$ cat src/rtl/n64_pkg.sv
// Shared constants and state encoding for the N64 controller link receivers.
package n64_pkg;

    localparam int unsigned N64_BITS   = 32;
    localparam int unsigned SAMPLE_US  = 2;
    localparam int unsigned TIMEOUT_US = 100;
    localparam int unsigned CELL_US    = 4;

    typedef enum logic [2:0] {
        IDLE,
        WAIT_EDGE,
        SAMPLE,
        WAIT_HIGH,
        DONE,
        ABORT
    } state_t;

endpackage

$ cat src/rtl/n64_sync_edge.sv
// Two-flop synchronizer for the idle-high pad line with a registered falling-edge flag.
module n64_sync_edge (
    input  logic clk,
    input  logic rst,
    input  logic data_in,
    output logic sync,
    output logic fall
);

    logic meta;

    // fall is asserted in the same cycle that sync first reads low
    always_ff @(posedge clk) begin
        if (rst) begin
            meta <= 1'b1;
            sync <= 1'b1;
            fall <= 1'b0;
        end else begin
            meta <= data_in;
            sync <= meta;
            fall <= sync & ~meta;
        end
    end

endmodule

$ cat src/rtl/n64_resp_rx.sv
// Receives the controller's pulse-width-coded status response after each poll and
// presents the assembled word with a one-cycle valid strobe.
module n64_resp_rx
    import n64_pkg::*;
#(
    parameter int unsigned CLK_HZ      = 12000000,
    parameter int unsigned SAMPLE_CYC  = CLK_HZ / 1000000 * SAMPLE_US,
    parameter int unsigned TIMEOUT_CYC = CLK_HZ / 1000000 * TIMEOUT_US,
    parameter int unsigned NBITS       = N64_BITS
) (
    input  logic             clk,
    input  logic             rst,
    input  logic             start,
    input  logic             data_in,
    output logic [NBITS-1:0] buttons,
    output logic             valid,
    output logic             busy,
    output logic             timeout_err
);

    localparam int unsigned TW = $clog2(TIMEOUT_CYC) + 1;
    localparam int unsigned IW = $clog2(NBITS + 1);

    state_t           state, state_d;
    logic [TW-1:0]    timer, timer_d, timer_inc;
    logic [IW-1:0]    idx, idx_d;
    logic [NBITS-1:0] shreg, shreg_d, buttons_d;
    logic             valid_d, busy_d, timeout_d;
    logic             sync, fall;

    n64_sync_edge u_sync (
        .clk     (clk),
        .rst     (rst),
        .data_in (data_in),
        .sync    (sync),
        .fall    (fall)
    );

    assign timer_inc = (timer == {TW{1'b1}}) ? timer : timer + TW'(1);

    always_ff @(posedge clk) begin
        if (rst) begin
            state       <= IDLE;
            timer       <= '0;
            idx         <= '0;
            shreg       <= '0;
            buttons     <= '0;
            valid       <= 1'b0;
            busy        <= 1'b0;
            timeout_err <= 1'b0;
        end else begin
            state       <= state_d;
            timer       <= timer_d;
            idx         <= idx_d;
            shreg       <= shreg_d;
            buttons     <= buttons_d;
            valid       <= valid_d;
            busy        <= busy_d;
            timeout_err <= timeout_d;
        end
    end

    // Every wait restarts the timer on entry; the sample point is counted from the detected edge
    always_comb begin
        state_d   = state;
        timer_d   = timer_inc;
        idx_d     = idx;
        shreg_d   = shreg;
        buttons_d = buttons;
        valid_d   = 1'b0;
        busy_d    = busy;
        timeout_d = 1'b0;
        case (state)
            IDLE: begin
                timer_d = '0;
                if (start) begin
                    state_d = WAIT_EDGE;
                    busy_d  = 1'b1;
                    idx_d   = '0;
                end
            end
            WAIT_EDGE: begin
                if (fall) begin
                    state_d = SAMPLE;
                    timer_d = '0;
                end else if (timer == TW'(TIMEOUT_CYC - 1)) begin
                    state_d   = ABORT;
                    busy_d    = 1'b0;
                    timeout_d = 1'b1;
                end
            end
            SAMPLE: begin
                if (timer == TW'(SAMPLE_CYC - 1)) begin
                    shreg_d = {shreg[NBITS-2:0], sync};
                    idx_d   = idx + IW'(1);
                    state_d = WAIT_HIGH;
                    timer_d = '0;
                end
            end
            WAIT_HIGH: begin
                if (sync) begin
                    timer_d = '0;
                    if (idx == IW'(NBITS)) begin
                        state_d   = DONE;
                        buttons_d = shreg;
                        valid_d   = 1'b1;
                        busy_d    = 1'b0;
                    end else begin
                        state_d = WAIT_EDGE;
                    end
                end else if (timer == TW'(TIMEOUT_CYC - 1)) begin
                    state_d   = ABORT;
                    busy_d    = 1'b0;
                    timeout_d = 1'b1;
                end
            end
            DONE: begin
                state_d = IDLE;
                timer_d = '0;
            end
            ABORT: begin
                state_d = IDLE;
                timer_d = '0;
            end
            default: begin
                state_d = IDLE;
                timer_d = '0;
                busy_d  = 1'b0;
            end
        endcase
    end

endmodule

$ cat config.mk
export PLATFORM = sky130hd
export DESIGN_NAME = n64_resp_rx
export DESIGN_NICKNAME = d
export VERILOG_FILES = /design/src/rtl/n64_pkg.sv /design/src/rtl/n64_sync_edge.sv /design/src/rtl/n64_resp_rx.sv
export SDC_FILE = /design/constraint.sdc
export NUM_CORES = 1
export LEC_CHECK = 0
export ABC_AREA = 1
export CORE_MARGIN = 10
export CORE_UTILIZATION = 45
export DETAILED_ROUTE_END_ITERATION = 12
export GPL_ROUTABILITY_DRIVEN = 0
export PLACE_DENSITY = 0.65
export SLEW_MARGIN = 20
export SYNTH_ARGS = -nofsm -noshare
export SYNTH_HDL_FRONTEND = slang
export SYNTH_HIERARCHICAL = 1
export SYNTH_SLANG_ARGS = --single-unit
$ cat constraint.sdc
create_clock -name clk -period 1.9 [get_ports clk]
set_input_delay 0.19 -clock clk [delete_from_list [all_inputs] [get_ports clk]]
set_output_delay 0.19 -clock clk [all_outputs]
set_load 0.01 [all_outputs]
Word level (Yosys, flattened, before mapping) --
Cells that the tools add are included.
Storage, ports and cells: register bits after elaboration 91, input bits 4, logic and storage cells 66
Cells by class: eq/ne operators 13, reductions and logical operators 9, muxes and demuxes 26, bitwise gates (word level) 5, $add $sub $neg 2
Operator list (count):
- 12-bit 2-to-1 mux | 4
- 12-bit case mux with 3 select lines | 1
- 3-bit 2-to-1 mux | 6
- 12-bit by 1-bit adder with 12-bit output, second input constant | 1
- 12-bit by 11-bit equality test with 1-bit output, second input constant | 1
- 12-bit equality test, second input constant | 1
- 12-bit by 5-bit equality test with 1-bit output, second input constant | 1
- 6-bit 2-to-1 mux | 2
- 3-bit case mux with 4 select lines | 1
- 6-bit case mux with 2 select lines | 1
- 1-bit 2-to-1 mux | 9
- 6-bit by 1-bit adder with 6-bit output, second input constant | 1
- 3-bit by 2-bit equality test with 1-bit output, second input constant | 2
- 3-bit equality test, second input constant | 2
- 6-bit equality test, second input constant | 1
- 2-bit != test, second input constant | 3
- 3-bit AND reduction | 2
- 3-bit OR reduction | 2
- 1-bit inverter | 4
- 1-bit case mux with 4 select lines | 1
- 2-bit AND reduction | 2
- 4-bit AND reduction | 1
- 3-bit by 1-bit equality test with 1-bit output, second input constant | 1
- 3-bit logical NOT | 1
- 4 further kinds | 4

Depth between registers and ports, before layout --
Gate-level depths: netlist (run 1).
depth after elaboration 4, mapped depth 11, gate-level depth less buffers 10

Modules after synthesis --
The synthesis (run 1) kept the hierarchy.
By module, submodules not included:
- n64_resp_rx | area an instance 3813.7 µm², sequential area each 1761.7 µm², times used 1, cells each 512
- n64_sync_edge | area an instance 83.8 µm², sequential area each 60.1 µm², times used 1, cells each 8

Worst setup path after synthesis (run 1) --
Ideal clock, no wire load.
path type register to register, from register timer[0], to register shreg[15], stages on the path, launching flop included 11, required time 1.787 ns, setup slack 0.403 ns, arrival time 1.383 ns, buffers on the path 2, period minus slack after synthesis 1.497 ns, path through dfxtp_1 > ha_1 > nand2_2 > inv_2 > nand2_1 > nor2_4 > nand3_2 > buf_4 > buf_8 > nor2_1 > nor2_1
Between the ends: cells in the longest elaborated chain, start to end 2
Ends and longest elaborated chain:
- start, declared | RTL line n64_resp_rx.sv:25 | logic [TW-1:0] timer, timer_d, timer_inc;
- start signal, assigned | RTL line n64_resp_rx.sv:53 | timer <= timer_d;
- 12-bit by 5-bit equality test with 1-bit output | RTL line n64_resp_rx.sv:93 | if (timer == TW'(SAMPLE_CYC - 1)) begin
- 2-bit AND reduction (no line)
- end signal, assigned | RTL line n64_resp_rx.sv:55 | shreg <= shreg_d;
- end, declared | RTL line n64_resp_rx.sv:27 | logic [NBITS-1:0] shreg, shreg_d, buttons_d;
No other way between the ends. A chain may end at the register's enable or synchronous reset.

Worst setup path in the final report (run 1) --
from register timer[0], to register idx[5]
Between the ends: cells in the longest elaborated chain, start to end 3
Ends and longest elaborated chain:
- 12-bit by 5-bit equality test with 1-bit output | RTL line n64_resp_rx.sv:93
- 2-bit != test (no line)
- 3-bit AND reduction (no line)
- end signal, assigned | RTL line n64_resp_rx.sv:54 | idx <= idx_d;
- end, declared | RTL line n64_resp_rx.sv:26 | logic [IW-1:0] idx, idx_d;
No other way between the ends.

==> results.sh, run 1 <==
export IMPL_regToRegEndpoint="idx[5]"
export IMPL_clkTransAtPathRegs_ns=0.09
export IMPL_power_share_sequential=0.546
export IMPL_ir_worst_vdd_mv=0.338
export IMPL_cts_setup_buffers=0
export IMPL_syn_inst=520
export IMPL_wl_per_cell_um=12.9
export IMPL_initial_utilization=0.467
export IMPL_grt_pass1_wl_um=15100
export IMPL_p_leak_nw=1.77
export IMPL_hold_path_class="input port to register"
export IMPL_finalClockSkew_ns=0.0159
export IMPL_cts_max_level=3
export IMPL_drt_total_wl_um=8560
export IMPL_internal_power_mw=2.74
export IMPL_viasPerCell=5.17
export IMPL_row_count=33
export IMPL_power_net_switching_mw=0.792
export IMPL_period_share=0.888
export IMPL_synth_distinct_cells=32
export IMPL_min_period_ns=1.69
export IMPL_syn2layout_area_growth_pct=17.4
export IMPL_antenna_cells=0
export IMPL_most_common_layout_cells="nor2_1, dfxtp_1, nand2_1"
export IMPL_cp_data_arrival_time_ns=1.93
export IMPL_firstDrtPassIters=4
export IMPL_first_global_vias=3308
export IMPL_seq_area_frac_synth=0.467
export IMPL_critPathRequiredTime_ns=2.15
export IMPL_start_kind="register"
export IMPL_ys_ff_latch=91
export IMPL_max_cap_viol_count=0
export IMPL_tns_ns=0
export IMPL_cts_buffers=9
export IMPL_finalHoldViolCount=0
export IMPL_r2r_start="timer[0]"
export IMPL_power_density_nw_per_um2=772
export IMPL_pwr_share_comb=0.039
export IMPL_grt_total_usage=0.135
export IMPL_setup_viol=0
export IMPL_grt_max_degree=36
export IMPL_critPathKind="register to register"
export IMPL_power_total_mw=3.53
export IMPL_layout_commonest_cell="nor2_1"
export IMPL_worstPathMaxFanout=19
export IMPL_reg2regPathDepth=9
export IMPL_ioPinCount=39
export IMPL_reg2reg_slack_ns=0.21
export IMPL_vias=3427
export IMPL_drc_errors=0
export IMPL_syn_area_um2=3900
export IMPL_die_h_um=113
export IMPL_die_w_um=113
export IMPL_gr_total_overflow=0
export IMPL_ant_nets=0
export IMPL_drive_above_1_share=0.109
export IMPL_crit_path_start="timer[0]"
export IMPL_power_frac_clock=0.415
export IMPL_cts_root_buf="clkbuf_8"
export IMPL_timing_fmax_mhz=593
export IMPL_io_buffers=38
export IMPL_cts_sinks=91
export IMPL_hpwl_um=5980
export IMPL_cp_end_kind="register"
export IMPL_insertion_delay_ns=0.36
export IMPL_final_util=0.549
export IMPL_fp_dieArea_um2=12800
export IMPL_drv_slew=0
export IMPL_antenna_found_initial=0
export IMPL_cts_tree="built"
export IMPL_outcome="complete, no violations"
export IMPL_syn_num_nets=527
export IMPL_clock_path_buffers=2
export IMPL_drt_iter0_drc=137
export IMPL_tightestPinTransition_ns=0.364
export IMPL_relSlewSlack=0.757
export IMPL_rsz0062_at_grt="false"
export IMPL_final_nets=561
export IMPL_synth_avg_cell_area_um2=7.50
export IMPL_synth_warnings=6
export IMPL_sw_frac_of_total=0.224
export IMPL_core_area_um2=8340
export IMPL_crit_end="idx[5]"
-- flip-flops by register name, summed over array words and instances, names as in the netlist, 3 cells and up --
name	count
buttons	32
idx	6
shreg	32
state	3
timer	12
-- power by group through the flow --
stage          Combinational [mW]  Clock, mW  Sequential, mW
6_report                    0.137       1.46            1.93
5_1_grt                     0.154       1.56            1.93
4_1_cts                     0.137       1.50            1.93
3_5_place_dp                0.136          0            1.97
3_3_place_gp                0.134          0            1.97
2_1_floorplan              0.0958          0            1.97
-- per-stage QoR --
stage	hold WS, ns	instances	cell area, um^2	setup slack (ns)
3_3_place_gp	0.415	648	4350	0.272
4_1_cts	0.375	663	4580	0.209
3_5_place_dp	0.430	648	4350	0.226
2_1_floorplan	0.262	520	3900	0.403
5_1_grt	0.406	663	4580	0.0497
6_report	0.381	663	4580	0.213
-- critical path, stage by stage (launching register included) --
cell and delay, ns:
dfxtp_1 0.42, ha_1 0.20, nand2_2 0.10, inv_2 0.05
nand2_1 0.07, nor2_4 0.13, nand3_2 0.17, buf_4 0.26
nand3_1 0.09, a21oi_1 0.07
-- what timing repair did --
action                     4_1_cts  5_1_grt
gates resized for setup          0        1
setup endpoints to repair        0        1
hold buffers                     0        0
hold endpoints to repair         0        0
-- logic make-up after synthesis --
kind of cell	synth area share
AOI/OAI and AO/OA	0.111
adders and majority gates	0.00963
and+or+nand+nor	0.335
xor gates and xnor gates	0.00674
DFF	0.467
buffers and inverters	0.0706
-- how the worst min path moves through the flow --
| stage | startpoint | to | depth (start not counted) |
|---|---|---|---|
| global placement | u_sync/meta | u_sync/sync | 1 |
| detailed placement | u_sync/meta | u_sync/sync | 1 |
| CTS | data_in | u_sync/meta | 2 |
| global route | data_in | u_sync/meta | 2 |
| finish | data_in | u_sync/meta | 2 |
| floorplan | rst | u_sync/fall | 1 |
-- layer usage --
metal	wire, um	up-vias	GRT usage
met1	4110	1570	0.169
met3	456	10	0.0349
li1	-	1788	-
met4	114	0	0.0474
met2	3880	59	0.221
met5	0	-	0
-- area by class of cell --
| cell class | instances | area (um^2) |
|---|---|---|
| clock buffers | 10 | 138 |
| clock inverters | 5 | 85.1 |
| fillers | 805 | 3760 |
| inverters | 29 | 109 |
| multi-input cells | 372 | 1800 |
| flip-flops and latches | 91 | 1820 |
| well taps | 105 | 131 |
| repair buffers | 51 | 490 |
-- Yosys cell counts --
| library cell | count | area (um^2) |
|---|---|---|
| inv_1 | 21 | 78.8 |
| clkbuf_1 | 9 | 33.8 |
| buf_6 | 3 | 33.8 |
| nand2_2 | 7 | 43.8 |
| nand3_2 | 2 | 20.0 |
| nor3_1 | 4 | 20.0 |
| buf_1 | 1 | 3.75 |
| nor3_4 | 1 | 16.3 |
| buf_2 | 10 | 50.1 |
| nand2_1 | 85 | 319 |
| buf_8 | 1 | 15.0 |
| buf_4 | 4 | 30.0 |
| o21ai_0 | 9 | 45.0 |
| a21oi_1 | 45 | 225 |
| nor2_4 | 4 | 45.0 |
| xnor2_1 | 1 | 8.76 |
| or2_1 | 2 | 12.5 |
| o21ai_1 | 29 | 145 |
| xor2_1 | 2 | 17.5 |
| nand3b_1 | 1 | 7.51 |
| nand3_1 | 22 | 110 |
| nor3_2 | 3 | 30.0 |
| nand4_1 | 37 | 231 |
| dfxtp_1 | 91 | 1820 |
| nor2_2 | 3 | 18.8 |
| a211oi_1 | 1 | 7.51 |
| ha_1 | 3 | 37.5 |
| or2_2 | 1 | 6.26 |
| a21oi_2 | 1 | 8.76 |
| nor2_1 | 107 | 402 |
| inv_2 | 8 | 30.0 |
| nand2_4 | 2 | 22.5 |
Power figures use the tool's default switching activity.
==> run 2, diff against run 1 <==
--- a/config.mk
+++ b/config.mk
@@ -7,10 +7,9 @@
 export LEC_CHECK = 0
 export ABC_AREA = 1
 export CORE_MARGIN = 10
-export CORE_UTILIZATION = 45
+export CORE_UTILIZATION = 40
 export DETAILED_ROUTE_END_ITERATION = 12
 export GPL_ROUTABILITY_DRIVEN = 0
-export PLACE_DENSITY = 0.65
 export SLEW_MARGIN = 20
 export SYNTH_ARGS = -nofsm -noshare
 export SYNTH_HDL_FRONTEND = slang
==> results.sh, run 2 (same netlist as run 1, synthesis figures left out) <==
export IMPL_start_kind="register"
export IMPL_layout_commonest_cell="nor2_1"
export IMPL_outcome="complete, no violations"
export IMPL_grt_max_degree=36
export IMPL_setup_viol=0
export IMPL_die_h_um=119
export IMPL_antenna_cells=0
export IMPL_period_share=0.902
export IMPL_met3_length_um=405
export IMPL_fp_dieArea_um2=14100
export IMPL_core_area_um2=9370
export IMPL_initial_utilization=0.416
export IMPL_hpwl_um=5930
export IMPL_ir_worst_vdd_mv=0.384
export IMPL_io_buffers=38
export IMPL_whs_path_depth=2
export IMPL_clkTransAtPathRegs_ns=0.09
export IMPL_highest_signal_layer="met4"
export IMPL_max_cap_viol_count=0
export IMPL_ant_nets=0
export IMPL_row_count=35
export IMPL_hold_path_class="input port to register"
export IMPL_multi_input_area_um2=1800
export IMPL_final_nets=560
export IMPL_crit_path_cell_trace="ha_1 -> nand2_2 -> inv_2 -> nand2_1 -> nor2_4 -> nand3_2 -> buf_4 -> nor2_1 -> nor2_1"
export IMPL_power_density_nw_per_um2=736
export IMPL_final_util=0.492
export IMPL_relSlewSlack=0.748
export IMPL_grt_pass1_wl_um=15000
export IMPL_insertion_delay_ns=0.35
export IMPL_drv_slew=0
export IMPL_tightestPinTransition_ns=0.378
export IMPL_timing_fmax_mhz=583
export IMPL_cp_data_arrival_time_ns=1.96
export IMPL_drt_iter0_drc=189
export IMPL_firstDrtPassIters=4
export IMPL_viasPerCell=4.86
export IMPL_finalClockSkew_ns=0.0123
export IMPL_cts_buffers=9
export IMPL_rsz0062_at_grt="false"
export IMPL_critPathKind="register to register"
export IMPL_worstHoldStart="data_in"
export IMPL_cts_tree="built"
export IMPL_antenna_found_initial=0
export IMPL_syn2layout_area_growth_pct=18.4
export IMPL_postCtsHoldBufs=0
export IMPL_vias=3341
export IMPL_die_w_um=119
export IMPL_min_period_ns=1.71
export IMPL_p_leak_nw=1.76
export IMPL_grt_total_usage=0.122
export IMPL_cts_sinks=91
export IMPL_slowest_delay_ns=0.42
export IMPL_tns_ns=0
export IMPL_ioPinCount=39
export IMPL_cts_max_level=3
export IMPL_reg2reg_slack_ns=0.19
export IMPL_wl_met2_um=3650
export IMPL_regToRegEndpoint="shreg[24]"
export IMPL_first_global_vias=3208
export IMPL_seqCellArea_um2=1820
export IMPL_cp_end_kind="register"
export IMPL_min_to="u_sync/meta"
export IMPL_finalHoldViolCount=0
export IMPL_wl_met1_um=4290
export IMPL_reg2regPathDepth=9
export IMPL_gr_total_overflow=0
export IMPL_drive_above_1_share=0.108
export IMPL_hold_slack_ns=0.395
export IMPL_drc_errors=0
export IMPL_critPathRequiredTime_ns=2.15
export IMPL_clock_path_buffers=2
export IMPL_most_common_layout_cells="nor2_1, dfxtp_1, nand2_1"
export IMPL_drt_total_wl_um=8470
export IMPL_cts_root_buf="clkbuf_8"
export IMPL_r2r_start="timer[0]"
export IMPL_largestRegisters="buttons: 32 flops, shreg: 32 flops, timer: 12 flops"
export IMPL_n_fill_cell=972
export IMPL_worstPathMaxFanout=15
export IMPL_crit_top_cell="nor2_1"
export IMPL_critPathSlowestCell="dfxtp_1"
export IMPL_wl_per_cell_um=12.3
[run 2: cell count changes in the layout (fill, tap and decap cells not counted), sizes merged]
cell      delta
clkinvlp     +1
bufinv       -1
inv          +1
buf          -1
[run 2: through the flow]
| stage | power (mW) | worst slack (ns) | std cells | area, um^2 |
|---|---|---|---|---|
| floorplan | 2.07 | 0.403 | 520 | 3900 |
| finish | 3.40 | 0.186 | 687 | 4610 |
| detailed placement | 2.11 | 0.192 | 671 | 4410 |
| global route | 3.55 | 0.0173 | 687 | 4610 |
| CTS | 3.44 | 0.169 | 687 | 4610 |
| global placement | 2.11 | 0.243 | 671 | 4410 |
[run 2: how the worst max path moves through the flow]
stage / start / endpoint / slack [ns]
after floorplan: timer[0] / shreg[15] / 0.40
after global placement: timer[0] / shreg[31] / 0.24
after detailed placement: timer[0] / shreg[24] / 0.19
after CTS: timer[0] / shreg[24] / 0.17
after global routing: timer[0] / shreg[19] / 0.02
final: timer[0] / shreg[24] / 0.19
[run 2: repair_timing]
action,4_1_cts,5_1_grt
gates resized for setup,0,1
setup endpoints to repair,0,2
buffers inserted,0,0
[run 2: area by class of cell]
cell class              count  share of cell area
clock inverters             6              0.0160
flip-flops and latches     91               0.395
multi-input cells         372               0.390
clock buffers              10              0.0277
inverters                  29              0.0236
repair buffers             50               0.113
well taps                 129              0.0350
[run 2: critical path, delay by kind of cell (launching register included)]
kind | cells | cell delay [ns]
buf+inv | 2 | 0.32
simple gates | 6 | 0.67
flops | 1 | 0.42
fa+ha+maj | 1 | 0.21
[run 2: routing by layer]
layer / GRT usage / vias up
li1: - / 1796
met1: 0.159 / 1484
met2: 0.189 / 51
met3: 0.0314 / 10
met4: 0.0458 / 0
met5: 0 / -
[run 2: power by group]
part	switching [mW]	internal (mW)	leakage (nW)
Combinational	0.0896	0.0453	0.929
Clock	0.706	0.625	0.0950
Sequential	0.0138	1.92	0.734
